`config.mk`:
```
export PLATFORM = sky130hd
export DESIGN_NAME = u_wb_pipe
export DESIGN_NICKNAME = d
export VERILOG_FILES = /design/src/rtl/rv_pkg.sv /design/src/rtl/u_wb_pipe_fwd_mux.sv /design/src/rtl/u_wb_pipe.sv
export SDC_FILE = /design/constraint.sdc
export NUM_CORES = 1
export LEC_CHECK = 0
export CAP_MARGIN = 25
export CELL_PAD_IN_SITES_DETAIL_PLACEMENT = 1
export CELL_PAD_IN_SITES_GLOBAL_PLACEMENT = 1
export CORE_UTILIZATION = 40
export CTS_CLUSTER_DIAMETER = 80
export DETAILED_ROUTE_END_ITERATION = 10
export PLACE_DENSITY_LB_ADDON = 0.1
export SLEW_MARGIN = 15
export SYNTH_ARGS = -nofsm -noshare
export SYNTH_HDL_FRONTEND = slang
export SYNTH_HIERARCHICAL = 1
export SYNTH_SLANG_ARGS = --single-unit
```
`constraint.sdc`:
```
create_clock -name clk -period 8.5 [get_ports clk]
set_clock_uncertainty 0.15 [all_clocks]
set_input_delay 1.7 -clock clk [delete_from_list [all_inputs] [get_ports clk]]
set_output_delay 1.7 -clock clk [all_outputs]
set_load 0.01 [all_outputs]
```
`src/rtl/rv_pkg.sv`:
```
// Shared types for the post-execute result pipeline.
package rv_pkg;

    localparam int XLEN_DEF = 32;
    localparam int AW_DEF   = 5;

    // One in-flight result: we = data present, ld = load issued but data not yet back.
    typedef struct packed {
        logic                we;
        logic                ld;
        logic [AW_DEF-1:0]   a;
        logic [XLEN_DEF-1:0] d;
    } wb_ent_t;

    localparam wb_ent_t WB_ENT_NULL = '0;

endpackage

```
`src/rtl/u_wb_pipe_fwd_mux.sv`:
```
// One forwarding read port: priority scan over the result stages, youngest wins.
module u_fwd_mux
    import rv_pkg::*;
#(
    parameter int XLEN  = XLEN_DEF,
    parameter int AW    = AW_DEF,
    parameter int DEPTH = 3
) (
    input  wb_ent_t         ent [DEPTH],
    input  logic [AW-1:0]   rd_a,
    input  logic            rd_use,
    input  logic [XLEN-1:0] rf_o,
    output logic [XLEN-1:0] d,
    output logic            nodat
);

    logic            hit_we;
    logic            hit_ld;
    logic [XLEN-1:0] hit_d;

    // Walk oldest to youngest so a younger match overrides an older one.
    always_comb begin
        hit_we = 1'b0;
        hit_ld = 1'b0;
        hit_d  = '0;
        for (int i = DEPTH - 1; i >= 0; i--) begin
            if ((ent[i].we || ent[i].ld) && (ent[i].a == rd_a)) begin
                hit_we = ent[i].we;
                hit_ld = ent[i].ld;
                hit_d  = ent[i].d;
            end
        end
    end

    // x0 never forwards; a pending load leaves the regfile value and raises nodat.
    always_comb begin
        d     = rf_o;
        nodat = 1'b0;
        if (rd_a != '0) begin
            if (hit_we) begin
                d = hit_d;
            end else if (hit_ld) begin
                nodat = rd_use;
            end
        end
    end

endmodule

```
`src/rtl/u_wb_pipe.sv`:
```
// Post-execute result pipeline: EX/load results flow to the regfile write port,
// with operand forwarding from every in-flight stage.
module u_wb_pipe
    import rv_pkg::*;
#(
    parameter int XLEN     = XLEN_DEF,
    parameter int AW       = AW_DEF,
    parameter int DEPTH    = 3,
    parameter int LD_STAGE = 2,
    parameter int NRD      = 2
) (
    input  logic                clk,
    input  logic                rst,
    input  logic                ex_we,
    input  logic                ex_ld,
    input  logic [AW-1:0]       ex_rd_a,
    input  logic [XLEN-1:0]     ex_rd_d,
    input  logic [DEPTH-1:0]    stall,
    input  logic [DEPTH-1:0]    flush,
    input  logic                ld_vld,
    input  logic [XLEN-1:0]     ld_d,
    input  logic [NRD*AW-1:0]   rd_a,
    input  logic [NRD-1:0]      rd_use,
    input  logic [NRD*XLEN-1:0] rf_o,
    output logic [NRD*XLEN-1:0] fwd_d,
    output logic [NRD-1:0]      fwd_nodat,
    output logic                ld_wait,
    output logic                ld_pend,
    output logic                rf_we,
    output logic [AW-1:0]       rf_wa,
    output logic [XLEN-1:0]     rf_wd
);

    wb_ent_t stg     [DEPTH];
    wb_ent_t stg_nxt [DEPTH];
    wb_ent_t src     [DEPTH];
    wb_ent_t merged;
    wb_ent_t last;

    // View of the load stage with returning data folded in; used both when it holds and when it moves on.
    always_comb begin
        merged = stg[LD_STAGE];
        if (stg[LD_STAGE].ld && ld_vld) begin
            merged.we = 1'b1;
            merged.ld = 1'b0;
            merged.d  = ld_d;
        end
    end

    // What each stage would take if it advanced; x0 destinations are dropped at entry.
    always_comb begin
        src[0]    = WB_ENT_NULL;
        src[0].we = ex_we && (ex_rd_a != '0);
        src[0].ld = ex_ld && (ex_rd_a != '0);
        src[0].a  = ex_rd_a;
        src[0].d  = ex_rd_d;
        for (int i = 1; i < DEPTH; i++) begin
            src[i] = (i - 1 == LD_STAGE) ? merged : stg[i - 1];
        end
    end

    // Per-stage advance / bubble / hold, then flush clears the valid bits last.
    always_comb begin
        for (int i = 0; i < DEPTH; i++) begin
            stg_nxt[i] = stg[i];
            if (!stall[i]) begin
                if (i > 0 && stall[i - 1]) begin
                    stg_nxt[i] = WB_ENT_NULL;
                end else begin
                    stg_nxt[i] = src[i];
                end
            end else if (i == LD_STAGE) begin
                stg_nxt[i] = merged;
            end
            if (flush[i]) begin
                stg_nxt[i].we = 1'b0;
                stg_nxt[i].ld = 1'b0;
            end
        end
    end

    // Stage array register; reset discards everything in flight.
    always_ff @(posedge clk or posedge rst) begin
        if (rst) begin
            for (int i = 0; i < DEPTH; i++) begin
                stg[i] <= WB_ENT_NULL;
            end
        end else begin
            for (int i = 0; i < DEPTH; i++) begin
                stg[i] <= stg_nxt[i];
            end
        end
    end

    // When loads merge in the last stage, returning data retires the same cycle.
    assign last  = (LD_STAGE == DEPTH - 1) ? merged : stg[DEPTH - 1];
    assign rf_we = last.we && !stall[DEPTH - 1];
    assign rf_wa = last.a;
    assign rf_wd = last.d;

    assign ld_wait = stg[LD_STAGE].ld && !ld_vld;

    // Any pending load anywhere in the pipe.
    always_comb begin
        ld_pend = 1'b0;
        for (int i = 0; i < DEPTH; i++) begin
            ld_pend = ld_pend | stg[i].ld;
        end
    end

    genvar p;
    generate
        for (p = 0; p < NRD; p++) begin : g_rd
            u_fwd_mux #(
                .XLEN  (XLEN),
                .AW    (AW),
                .DEPTH (DEPTH)
            ) u_mux (
                .ent    (stg),
                .rd_a   (rd_a[p*AW +: AW]),
                .rd_use (rd_use[p]),
                .rf_o   (rf_o[p*XLEN +: XLEN]),
                .d      (fwd_d[p*XLEN +: XLEN]),
                .nodat  (fwd_nodat[p])
            );
        end
    endgenerate

endmodule
```
==> results.sh <==
export IMPL_status="complete, no violations"
export IMPL_row_count=53
export IMPL_r2r_end="stg[28]"
export IMPL_worstSetupPathType="input pin to output port"
export IMPL_die_w_um=150
export IMPL_grt_pass1_wl_um=54700
export IMPL_fmax_mhz=133
export IMPL_synthCells=872
export IMPL_hold_path_class="register to register"
export IMPL_ys_warn_count=6
export IMPL_multiInputGateArea_um2=5530
export IMPL_finalNetCount=1218
export IMPL_mostFrequentLayoutCell="clkdlybuf4s50_1"
export IMPL_drv_slew=0
export IMPL_synth_nets=1028
export IMPL_max_vdd_ir_drop_mv=0.138
export IMPL_worstSetupEndpoint="fwd_d[0]"
export IMPL_reg2reg_slack_ns=6.36
export IMPL_grt_overflow=0
export IMPL_avgSynthCellArea_um2=10.1
export IMPL_grt_antenna_before_repair=1
export IMPL_setup_viol=0
export IMPL_clock_latency_ns=0.42
export IMPL_critPathArrivalTime_ns=5.67
export IMPL_cts_resized=0
export IMPL_mostFrequentLayoutCells="258 x clkdlybuf4s50_1, 117 x dfrtp_1, 90 x mux2_4, 68 x nand3_1, 68 x nor3_1"
export IMPL_nFillCells=2271
export IMPL_core_um2=21300
export IMPL_hold_buffers=0
export IMPL_synth_edf_count=0
export IMPL_ys_types=40
export IMPL_htreeDepth=4
export IMPL_pin_count=262
export IMPL_gp_congestion=0.805
export IMPL_wl_met3_um=3140
export IMPL_start_util_pct=41.4
export IMPL_seq_area_um2=2930
export IMPL_grt_use_total_pct=32.2
export IMPL_p_leak_nw=4.77
export IMPL_cts_setup_buffers=0
export IMPL_cp_required_ns=6.65
export IMPL_dieHeight_um=150
export IMPL_final_util_pct=57.5
export IMPL_numCtsBuffers=17
export IMPL_clk_pin_slew_ns=0.06
export IMPL_drtIter0Drc=810
export IMPL_ant_nets=0
export IMPL_synthArstFlopShare_pct=100
export IMPL_drt_wl_total_um=36000
export IMPL_r2r_start="stg[37]"
export IMPL_ys_seq_elements=117
export IMPL_rsz0062_at_grt="no"
export IMPL_m1WireLength_um=14300
export IMPL_dp_hpwl_um=22500
export IMPL_cts_tree="built"
export IMPL_drive_gt1_share_pct=20.2
export IMPL_first_pass_iters=6
export IMPL_tightest_slew_ns=1.08
export IMPL_clockBufferDepth=2
export IMPL_syn_cell_area_um2=8810
export IMPL_cts_sink_count=117
export IMPL_min_period_ns=7.52
export IMPL_area_growth_syn_to_layout_pct=38.8
export IMPL_cts_root_buffer="clkbuf_16"
export IMPL_wl_per_cell_um=26.7
export IMPL_slew_headroom_pct=27.7
export IMPL_ys_seq_area_share_pct=33.2
export IMPL_start_kind="input pin"
export IMPL_grt_max_degree=72
export IMPL_dr_wl_met2_um=17600
export IMPL_grt_pass1_vias=9199
export IMPL_tns_ns=0
export IMPL_end_kind="output port"
export IMPL_finalHoldViolCount=0
export IMPL_vias=8943
export IMPL_cellPowerDensity_nw_per_um2=154
export IMPL_portBuffers=261
export IMPL_vias_per_cell=6.63
export IMPL_critical_path_max_fanout=35
export IMPL_die_area_um2=22600
export IMPL_route_detailed_drc=0
export IMPL_drv_cap=0
export IMPL_diodes=0
export IMPL_top_layer="met5"
export IMPL_yosys_most_used_dff="dfrtp_1"
export IMPL_fin_crit_sh_pct=88.4
export IMPL_rr_worst_depth=4
export IMPL_cp_startpoint="rd_a[4]"
==> worst max-delay path, cell delays in order <==
cell and delay (ns):
clkdlybuf4s50_1 0.73, xnor2_1 0.18, nand2_2 0.10, buf_4 0.39, or2_2 0.73, a311o_4 0.90
mux2_2 0.41, clkdlybuf4s50_1 0.49
==> power breakdown <==
part / internal (W) / total [W] / leakage (nW) / switching [W]
clock network: 0.000472 / 0.000746 / 0.288 / 0.000274
logic: 0.000231 / 0.000466 / 2.98 / 0.000235
registers: 0.000605 / 0.000672 / 1.50 / 0.0000667
==> Yosys cell counts (3+ instances only) <==
master     count  area share, %
o211ai_1      64            5.5
buf_2         14           0.79
or3_1          3           0.21
or4_1          3           0.26
xnor2_1       16            1.6
xor2_1        12            1.2
nor4b_1       64            6.4
o21ai_0        5           0.28
nand3_1       70            4.0
nor2_1        20           0.85
nor3_1        70            4.0
mux2_4        90             15
o2111ai_1      4           0.40
mux2_2        43            5.5
a31oi_1       64            4.5
a22o_1        67            6.7
buf_6          9            1.1
a22oi_1        3           0.26
dfrtp_1      117             33
clkbuf_1      80            3.4
nand2_1       11           0.47
nor2b_1        3           0.21
nand2b_1       6           0.43
buf_4          7           0.60
==> through the flow <==
stage                     total power, W  hold WS (ns)  instances  instance area, µm²  setup slack (ns)
after floorplan                 0.000893         0.345        872                8810              3.19
after global placement           0.00112         0.377       1313               11500             0.984
after detailed placement         0.00113         0.392       1315               11600              1.07
after CTS                        0.00188         0.404       1346               12200             0.958
after global routing             0.00194         0.441       1349               12200             0.851
final                            0.00188         0.404       1349               12200             0.982
==> final cells by class <==
cell class | count | share of cell area (%)
multi-input combinational | 644 | 45.2
clock inverter | 10 | 1.06
timing repair buffer | 281 | 23.2
tap | 275 | 2.81
clock buffer | 21 | 3.76
sequential | 117 | 23.9
inverter | 1 | 0.0511
==> metal layers <==
layer | global-route usage [%] | vias to the layer above
li1 | - | 3782
met3 | 7.45 | 93
met5 | 0 | -
met1 | 40.7 | 4519
met2 | 52.1 | 547
met4 | 14.5 | 2
==> registers in the layout (all words and copies together) (netlist names) <==
signal,cells
stg,34
rf_wa,5
src,78
==> kinds of logic (layout without fill, tap and decap cells) <==
| kind of cell | Yosys count | after routing | synth area share (%) |
|---|---|---|---|
| simple gates | 260 | 260 | 17.6 |
| buf+inv | 111 | 313 | 5.99 |
| flops | 117 | 117 | 33.2 |
| mux | 133 | 133 | 20.8 |
| xor+xnor | 30 | 30 | 3.15 |
| compound gates | 221 | 221 | 19.2 |
==> worst min path at each step <==
stage          startpoint      end  depth (start not counted)
2_1_floorplan      src[0]   src[0]                          2
3_3_place_gp      src[49]  src[10]                          1
3_5_place_dp      src[48]   src[9]                          1
4_1_cts           src[46]   src[7]                          1
5_1_grt           src[28]  stg[28]                          1
6_report          src[46]   src[7]                          1
Note: power is estimated with default switching activity, not from simulation.
